`src/rtl/rr_mux_n.sv`:
```
// N-to-1 round-robin / fixed-select mux with a single registered output stage and valid/ready handshakes.
// Optional transfer counter (xfer_count) enabled by defining RR_MUX_STATS_EN.
module rr_mux_n #(
   parameter int N    = 4,
   parameter int W    = 8,
   parameter int SELW = (N > 1) ? $clog2(N) : 1
) (
   input  logic              clk,
   input  logic              rst,
   input  logic [N*W-1:0]    in_data,
   input  logic [N-1:0]      in_valid,
   output logic [N-1:0]      in_ready,
   input  logic              mode,
   input  logic [SELW-1:0]   sel,
   output logic [W-1:0]      out_data,
   output logic              out_valid,
   input  logic              out_ready,
   output logic [SELW-1:0]   out_sel
`ifdef RR_MUX_STATS_EN
   ,
   output logic [15:0]       xfer_count
`endif
);

   logic [W-1:0]    out_data_q,  out_data_d;
   logic            out_valid_q, out_valid_d;
   logic [SELW-1:0] out_sel_q,   out_sel_d;
   logic [SELW-1:0] ptr_q,       ptr_d;

   logic            can_load;
   logic            gnt_vld;
   logic [SELW-1:0] gnt_idx;
   logic            xfer;
   logic            drain;

   // Grant search: in round-robin the nearest valid channel after the pointer wins,
   // so scanning from the farthest candidate down lets the last hit be the winner.
   always_comb begin
      gnt_vld = 1'b0;
      gnt_idx = '0;
      if (N == 1) begin
         gnt_vld = in_valid[0];
      end else if (mode) begin
         for (int i = 0; i < N; i++) begin
            if (sel == SELW'(i) && in_valid[i]) begin
               gnt_vld = 1'b1;
               gnt_idx = SELW'(i);
            end
         end
      end else begin
         for (int k = N; k >= 1; k--) begin
            if (in_valid[(int'(ptr_q) + k) % N]) begin
               gnt_vld = 1'b1;
               gnt_idx = SELW'((int'(ptr_q) + k) % N);
            end
         end
      end
   end

   always_comb begin
      can_load = ~out_valid_q | out_ready;
      xfer     = gnt_vld & can_load & ~rst;
      drain    = out_valid_q & out_ready;
      in_ready = '0;
      if (xfer) in_ready[gnt_idx] = 1'b1;
   end

   always_comb begin
      out_valid_d = out_valid_q;
      out_data_d  = out_data_q;
      out_sel_d   = out_sel_q;
      ptr_d       = ptr_q;
      if (xfer) begin
         out_valid_d = 1'b1;
         out_data_d  = in_data[int'(gnt_idx)*W +: W];
         out_sel_d   = gnt_idx;
         ptr_d       = gnt_idx;
      end else if (drain) begin
         out_valid_d = 1'b0;
      end
   end

   always_ff @(posedge clk or posedge rst) begin
      if (rst) begin
         out_valid_q <= 1'b0;
         out_data_q  <= '0;
         out_sel_q   <= '0;
         ptr_q       <= SELW'(N - 1);
      end else begin
         out_valid_q <= out_valid_d;
         out_data_q  <= out_data_d;
         out_sel_q   <= out_sel_d;
         ptr_q       <= ptr_d;
      end
   end

   assign out_data  = out_data_q;
   assign out_valid = out_valid_q;
   assign out_sel   = out_sel_q;

`ifdef RR_MUX_STATS_EN
   logic [15:0] cnt_q, cnt_d;

   // Saturating count of words handed to the consumer.
   always_comb begin
      cnt_d = cnt_q;
      if (drain && cnt_q != 16'hFFFF) cnt_d = cnt_q + 16'd1;
   end

   always_ff @(posedge clk or posedge rst) begin
      if (rst) cnt_q <= '0;
      else     cnt_q <= cnt_d;
   end

   assign xfer_count = cnt_q;
`endif

endmodule

```
`config.mk`:
```
export PLATFORM = sky130hd
export DESIGN_NAME = rr_mux_n
export DESIGN_NICKNAME = d
export VERILOG_FILES = /design/src/rtl/rr_mux_n.sv
export SDC_FILE = /design/constraint.sdc
export NUM_CORES = 1
export LEC_CHECK = 0
export CAP_MARGIN = 40
export CORE_MARGIN = 2
export CORE_UTILIZATION = 38
export DETAILED_ROUTE_END_ITERATION = 8
export PLACE_DENSITY = 0.75
export SYNTH_ARGS = -nofsm -noshare
export SYNTH_HDL_FRONTEND = slang
export SYNTH_SLANG_ARGS = --single-unit
```
`constraint.sdc`:
```
create_clock -name clk -period 2.3 [get_ports clk]
set_clock_uncertainty 0.2 [all_clocks]
set_input_delay 0.23 -clock clk [delete_from_list [all_inputs] [get_ports clk]]
set_output_delay 0.23 -clock clk [all_outputs]
set_load 0.005 [all_outputs]
```
---- Word-level counts from Yosys, hierarchy flattened ----
Cells that the tools add are included.
storage, ports and cells
  bits in registers ....................... 13
  latch bits .............................. 0
  logic and storage cells ................. 73
  ROM bits ................................ 0
  bits of input ports ..................... 42
  bits in writable memories ............... 0
  memories ................................ 0
operators by class
  bitwise gates (word level) .............. 10
  $lt $le $gt $ge ......................... 6
  divide/modulo/power cells ............... 0
  add/subtract/negate cells ............... 4
  shift operators ......................... 1
  multiplexer cells ....................... 34
  multiply operators ...................... 0
  equality and inequality tests ........... 3
  reduce and logical (&&, ||, !) cells .... 11
operator list
  operator                                                                             count
  32-bit by 6-bit indexed part select with 8-bit output                                1
  1-bit two-way mux                                                                    21
  3-bit by 4-bit < comparator with 1-bit output, second input constant                 4
  2-bit two-way mux                                                                    7
  1-bit binary-select mux with 2-bit select                                            4
  2-bit OR reduction                                                                   4
  1-bit logical AND                                                                    5
  2-bit by 1-bit adder with 2-bit output, second input constant                        2
  2-bit adder, second input constant                                                   2
  1-bit bitwise AND, first input constant                                              4
  2-bit equality test, second input constant                                           2
  4-bit two-way mux                                                                    1
  1-bit bitwise AND                                                                    3
  2-bit by 3-bit < comparator with 1-bit output, second input constant                 1
  1-bit demux with 2-bit select                                                        1
  2-bit by 1-bit equality test with 1-bit output, second input constant                1
  2-bit by 1-bit greater-or-equal comparator with 1-bit output, second input constant  1
  2-bit zero test                                                                      1
  1-bit inverter                                                                       2
  2-bit nonzero test                                                                   1
  1-bit bitwise OR                                                                     1

---- Longest topological paths before layout ----
Gate-level depths: netlist of the first run.
  word-level depth ........................ 16
  depth in mapped cells ................... 9
  mapped depth without buffers ............ 6

---- Least setup slack after synthesis of the first run ----
Ideal clock, no wire load.
  path type ............................... register to output
  from .................................... register ptr_q[1]
  to ...................................... output port in_ready[0]
  data required time ...................... 1.870 ns
  arrival time ............................ 1.649 ns
  setup slack ............................. 0.221 ns
  cell stages (with the launch flop) ...... 6
  cells stage by stage .................... dfstp_2 > inv_1 > o211a_1 > o41ai_4 > buf_4 > and3_1
between the ends
  word-level cells in the longest chain between the ends .. 14
  elaborated cells on any way between the ends .. 34
  classes of those cells .................. 4 x add/sub; 2 x order compare; 25 x mux; 2 x bitwise; 1 x reduce/logical
ends and longest elaborated chain
  what                                                                                                                                                        line    source
  from (decl)                                                                                                                                                 28      logic [SELW-1:0] ptr_q, ptr_d;
  from (signal assigned)                                                                                                                                      88      ptr_q <= SELW'(N - 1);
  from (signal assigned)                                                                                                                                      93      ptr_q <= ptr_d;
  2-bit by 1-bit adder with 2-bit output                                                                                                                      52, 54
  1-bit binary-select mux with 2-bit select                                                                                                                   52      if (in_valid[(int'(ptr_q) + k) % N]) begin
  1-bit two-way mux (implied by the code) (2 in series)                                                                                                       52
  2-bit two-way mux (4 in series)                                                                                                                             52
  2-bit two-way mux                                                                                                                                           43      end else if (mode) begin
  2-bit by 3-bit < comparator with 1-bit output (implied by the code) / 2-bit by 1-bit greater-or-equal comparator with 1-bit output (equally long branches)  65      if (xfer) in_ready[gnt_idx] = 1'b1;
  1-bit logical AND (implied by the code)                                                                                                                     65
  1-bit two-way mux (implied by the code)                                                                                                                     65
  1-bit demux with 2-bit select                                                                                                                               65
  4-bit two-way mux (*)                                                                                                                                       65
  to (decl)                                                                                                                                                   12      output logic [N-1:0] in_ready,
Mark *: on every way between the ends. The rest lies on a longest branch, timed or not. The select of a mux whose other input is x is not followed.

---- Worst setup path in the final report of the first run ----
  from .................................... register ptr_q[1]
  to ...................................... output port in_ready[3]
Same word-level chain as after synthesis.

==> results.cfg, run 1 <==
[timing]
worst_slew_pin_slew_ns = 0.511
fmax_ghz = 0.435
rsz0062_at_grt = true
period_needed_ns = 2.30
hold_violations = 0
timing.final.crit_share_pct = 100
maxSlewViolCount = 0
hold_ws_ns = 0.115
worst_slack_ns = -0.000833
maxSlewHeadroom_pct = 65.9
setup_tns_ns = -0.000833
setup_violations = 1

[pwr]
p_clk_share_pct = 12.1
seq_power_share_pct = 30.4
power.density_nw_per_um2 = 645
ir_worst_vdd_mv = 0.462
p_switching_uw = 390
netSwitchingFraction_pct = 33.0
intPower_uw = 792
pwr-share-comb_pct = 57.5
p_total_mw = 1.18
p_leak_nw = 0.832

[synthesis]
seq_area_frac_synth_pct = 32.2
synthesis.area_sq_um = 1020
synth.distinct_cells = 34
synth_cells = 111
synthTopCellsByCount = nand2_1, dfrtp_1, mux2i_1, nor2_1
yosysMostFrequentCell = nand2_1
synth_top_area_share_pct = 27.0
ys_seq_elements = 13
ys.flop_type = dfrtp_1
yosys_warnings = 0
avgSynthCellArea_sq_um = 9.18
yosysTopAreaCell = dfrtp_1
synth_edf_count = 0
ys_async_sr_fraction_pct = 100
synth_nets = 153
synth_area_leaders = dfrtp_1, mux2i_1, a31o_1, nand2_1, buf_6

[worst_setup_path]
cp-end-kind = primary output
worstSetupPathType = reg -> out
worstSetupStartpointType = register
crit_fanout = 6
regToRegSetupSlack_ns = 0.13
critPathArrivalTime_ns = 1.87
required_ns = 1.87

[status]
violations = setup timing
status = finished with violations

[floorplanning]
rows = 18
pin_count = 57
die_w_microns = 55.8
die_h_microns = 55.8
core_area_sq_um = 2500
start_util_pct = 40.7
die_area_sq_um = 3110

[detailed_routing]
drt.antenna.violating_nets = 0
num_vias = 1173
avgRoutedWirePerCell_microns = 13.6
via_per_inst = 5.19
drt_iter0_drc = 17
drc = 0
routed_wl_microns = 3080
firstDrtPassIters = 4

[finish]
area_growth_pct = 79.9
drive_gt1_share_pct = 28.1
diodes = 0
layout.nets = 239
stdcell_count = 226

[grt]
grt_pass1_wl_microns = 5100
antenna_found_initial = 0
grt-ovfl-total = 0
grt_usage_pct = 20.5
grt_max_degree = 14
grt_pass1_vias = 1126

[clock_network]
numCtsBuffers = 3
clk_latency_ns = 0.27
clk_pin_slew_ns = 0.09
cts.sinks = 13
root_buffer = clkbuf_4
htreeDepth = 1
clock_path_buffers = 2
cts_tree = built
cts_hold_buf = 0

[placement]
dp.cells = 215
hpwl_microns = 2440
globalplace.congestion = 0.747
portBuffers = 56

[job]
cap_viol_max_count = 0

[hold_path]
hp-class = in -> async
-- path summary, 6_finish.rpt --
check	cells after the start	startpoint	to
max	7	ptr_q[1]$_DFFE_PP1P_	in_ready[3]
min	2	rst	out_data[1]$_DFFE_PP0P_
max reg2reg	8	ptr_q[1]$_DFFE_PP1P_	out_data[2]$_DFFE_PP0P_
min reg2reg	1	out_sel[1]$_DFFE_PP0P_	out_sel[1]$_DFFE_PP0P_
max in group asynchronous	2	rst	ptr_q[1]$_DFFE_PP1P_
min in group clk	1	out_sel[1]$_DFFE_PP0P_	out_sel[1]$_DFFE_PP0P_
-- flip-flops by register name (all words and copies together) (netlist names) --
signal and cells:
out_data 8, ptr_q 2, out_valid 1, out_sel 2
-- cells in the final DEF, fill, tap and decap left out, types with 2 or more instances in the layout --
cell type | synthesis | routed
dfstp_2 | 2 | 2
nand2b_1 | 3 | 3
a21oi_1 | 3 | 3
clkbuf_4 | 0 | 3
dlygate4sd2_1 | 0 | 5
a31oi_1 | 8 | 8
nor2_4 | 0 | 2
clkdlybuf4s50_1 | 0 | 47
inv_1 | 4 | 2
nor2_1 | 10 | 9
and3_1 | 3 | 3
nand2_1 | 18 | 17
mux2i_1 | 10 | 10
dfrtp_1 | 11 | 11
inv_2 | 3 | 5
a21o_1 | 3 | 3
buf_2 | 0 | 3
buf_4 | 1 | 28
a31o_1 | 8 | 8
-- metal layers --
metal,part of all wire [%],track usage (%),up-vias
li1,-,-,577
met4,0.68,4.18,0
met3,8.1,7.21,2
met5,0,0,-
met2,52,36.7,41
met1,40,23.3,553
-- critical path: stages (launching register included) --
cell	delay (ns)
dfstp_2	0.60
mux2i_1	0.09
o32a_1	0.20
o221ai_2	0.25
inv_2	0.07
buf_6	0.13
nor3_4	0.14
buf_2	0.13
-- power by group through the flow --
stage	logic (mW)	registers [mW]	clock network, mW
2_1_floorplan	0.302	0.363	0
3_3_place_gp	0.617	0.359	0
3_5_place_dp	0.624	0.363	0
4_1_cts	0.649	0.360	0.145
5_1_grt	0.740	0.371	0.155
6_report	0.679	0.359	0.143
-- metrics by stage --
stage / instance area, sq um / utilization (%) / setup WS, ns
2_1_floorplan: 1020 / - / 0.221
3_3_place_gp: 1730 / 69.3 / -0.376
3_5_place_dp: 1730 / 69.3 / -0.428
4_1_cts: 1790 / 71.6 / -0.0439
5_1_grt: 1830 / 73.3 / -0.0974
6_report: 1830 / 73.3 / -0.000833
-- area by class of cell --
class                   instances  area, sq um
inverters                       7         26.3
clock buffers                   4         26.3
fillers                       202          668
flip-flops and latches         13          328
multi-input cells              86          638
well taps                      30         37.5
repair buffers                 86          776
-- logic make-up (layout without fill, tap and decap cells) --
group	count (synthesis)	count (layout)	share of synthesized area, %
AO/OA/AOI/OAI	33	33	27.6
buffers and inverters	13	97	8.84
flip-flops	13	13	32.2
multiplexers	12	12	13.5
AND/OR/NAND/NOR	40	41	17.8
-- repair_timing --
item	4_1_cts	5_1_grt
buffers inserted	4	2
pin swaps	6	7
gates resized for setup	24	8
setup endpoints to repair	14	12
cloned	0	1
Power figures use the tool's default switching activity.
==> run 2: changes to the inputs <==
- SLEW_MARGIN: not set -> 20
==> results of run 2 <==
The final DEF is identical to that of run 1; final timing and power are the same.
==> run 3: changes to the inputs <==
- ABC_AREA: not set -> 1
- CORE_MARGIN: 2 -> not set
- CORE_UTILIZATION: 38 -> 40
- SETUP_SLACK_MARGIN: not set -> 0.02
==> run 3 against run 2 <==
Compared with the run above:
- the run still ends with setup timing left
- power rose by 97%
- global-route usage is 3.9 points higher
- hold slack got worse by 0.038 ns
- utilization increased by 3.0 points
- synthesized cell count increased by 60%
- largest cell class is now multi-input gates
- largest power group unchanged
==> results.cfg, run 3 <==
[detailed_routing]
met2_wirelength_microns = 1910
firstDrtPassIters = 4
num_vias = 1426
wl_met1_microns = 1500
drt.antenna.violating_nets = 0
via_per_inst = 4.88
drt_iter0_drc = 42
avgRoutedWirePerCell_microns = 12.3
top_layer = met4
routed_wl_microns = 3600
wl_met3_microns = 174
drc = 0

[floorplanning]
die_area_sq_um = 3140
pin_count = 57
die_w_microns = 56.0
start_util_pct = 42.3
rows = 19
core_area_sq_um = 2760
die_h_microns = 56.0

[synthesis]
synthesis.area_sq_um = 1170
ys_async_sr_fraction_pct = 100
yosys_warnings = 0
avgSynthCellArea_sq_um = 6.55
yosysTopAreaCell = dfrtp_1
synth_area_leaders = dfrtp_1, nand2_1, nand2_2, nand3_1, inv_1
ys_seq_elements = 13
synth_nets = 220
synthTopCellsByCount = nand2_1, nand3_1, inv_1
synth_edf_count = 0
synth_top_area_share_pct = 23.6
synth.distinct_cells = 24
seq_area_frac_synth_pct = 28.1
yosysMostFrequentCell = nand2_1
synth_cells = 178
ys.flop_type = dfrtp_1

[timing]
hold_ws_ns = 0.0770
rsz0062_at_grt = true
setup_violations = 4
period_needed_ns = 2.45
maxSlewViolCount = 0
worst_slew_pin_slew_ns = 0.253
maxSlewHeadroom_pct = 83.1
hold_violations = 0
fmax_ghz = 0.408
setup_tns_ns = -0.531
worst_slack_ns = -0.149
timing.final.crit_share_pct = 106

[finish]
largest_reg_flops = 8
area_growth_pct = 80.5
final_common_cell = clkdlybuf4s50_1
mostFrequentLayoutCells = clkdlybuf4s50_1, nand2_1, buf_4, nand3_1, nand2_2
layout.nets = 304
fin_util_pct = 76.3
drive_gt1_share_pct = 34.1
fill_cells = 216
diodes = 0

[clock_network]
cts.sinks = 13
cts_tree = built
root_buffer = clkbuf_4
clk_latency_ns = 0.27
htreeDepth = 1
clk_pin_slew_ns = 0.08
cts_hold_buf = 0
numCtsBuffers = 3
clock_path_buffers = 2

[grt]
grt_usage_pct = 24.3
antenna_found_initial = 0
grt-ovfl-total = 0
grt_pass1_wl_microns = 6190
grt_pass1_vias = 1484
grt_max_degree = 22

[worst_setup_path]
cp-end-kind = primary output
crit_fanout = 7
reg2reg_depth = 14
max_stage_delay_ns = 0.57
worstPathCellList = buf_8 > nand2_2 > nand2_4 > nand2_2 > nand2_2 > a21oi_1 > nand4_1 > nand2_2 > buf_6 > nor3_2 > buf_2
cp_num_buf_inv = 3
cp_slowest_cell = dfstp_2
required_ns = 1.87
critPathArrivalTime_ns = 2.02
regToRegSetupSlack_ns = 0
crit_family = simple AND/OR/NAND/NOR gates
rr_startpoint = ptr_q[0]$_DFFE_PP1P_
cp_common_cell = nand2_2
worstSetupPathType = reg -> out
cp_num_cells = 11
timing.rr.end = out_data[0]$_DFFE_PP0P_
worstSetupStartpointType = register

[status]
status = finished with violations
violations = setup timing

[placement]
hpwl_microns = 2720
globalplace.congestion = 0.799
portBuffers = 56

[pwr]
power.density_nw_per_um2 = 1100
ir_worst_vdd_mv = 1.02
p_leak_nw = 1.06
p_total_mw = 2.32

[job]
cap_viol_max_count = 0

[hold_path]
hp-class = in -> async
[run 3: changes by cell type after synthesis, moves of 4 or more]
cell / delta
a31o_1: -8
a31oi_1: -7
inv_1: +16
mux2i_1: -10
nand2_1: +44
nand2_2: +18
nand3_1: +21
o211ai_1: +4
[run 3: worst max path at each step]
stage	startpoint	endpoint	slack [ns]
2_1_floorplan	ptr_q[0]$_DFFE_PP1P_	in_ready[0]	0.25
3_3_place_gp	in_valid[2]	in_ready[3]	-0.32
3_5_place_dp	in_valid[2]	in_ready[2]	-0.35
4_1_cts	ptr_q[0]$_DFFE_PP1P_	in_ready[0]	-0.10
5_1_grt	ptr_q[0]$_DFFE_PP1P_	in_ready[3]	-0.26
6_report	ptr_q[0]$_DFFE_PP1P_	in_ready[2]	-0.15
[run 3: logic make-up (layout without fill, tap and decap cells)]
kind of cell	Yosys count	in the layout	synth area share, %
compound gates	16	16	10.6
buf+inv	28	111	12.4
flops	13	13	28.1
simple gates	121	121	48.8
[run 3: where the power goes]
group | switching [mW] | leakage [nW] | internal (mW)
Combinational | 0.900 | 0.887 | 0.849
Clock | 0.0696 | 0.0150 | 0.0671
Sequential | 0.0888 | 0.155 | 0.349
Total | 1.06 | 1.06 | 1.27
[run 3: timing repair]
item | 4_1_cts | 5_1_grt
endpoints found under the setup margin | 11 | 14
setup buffers | 5 | 1
pin swaps | 11 | 9
endpoints found under the hold margin | 0 | 0
resized for setup | 43 | 21
[run 3: layer usage]
metal  vias up  global-route usage [%]
met4         0                    6.62
met5         -                       0
met2        46                    45.4
met3         4                    2.33
met1       651                    29.5
li1        725                       -
[run 3: final cells by class]
| class | count | area (sq um) | area share (%) |
|---|---|---|---|
| multi-input cells | 137 | 831 | 39.5 |
| clock buffers | 4 | 26.3 | 1.25 |
| well taps | 31 | 38.8 | 1.84 |
| inverters | 24 | 103 | 4.88 |
| flip-flops and latches | 13 | 328 | 15.6 |
| repair buffers | 83 | 778 | 37.0 |
[run 3: tightest hold or removal path, cell delays in order]
cell	delay [ns]
clkdlybuf4s50_1	0.40
inv_1	0.07
buf_4	0.20
[run 3: metrics by stage]
step | std cells | worst slack [ns] | instance area (sq um)
final | 292 | -0.149 | 2100
after detailed placement | 282 | -0.350 | 1880
after CTS | 291 | -0.105 | 2010
after global placement | 282 | -0.324 | 1880
after floorplan | 178 | 0.248 | 1170
after global routing | 292 | -0.260 | 2100
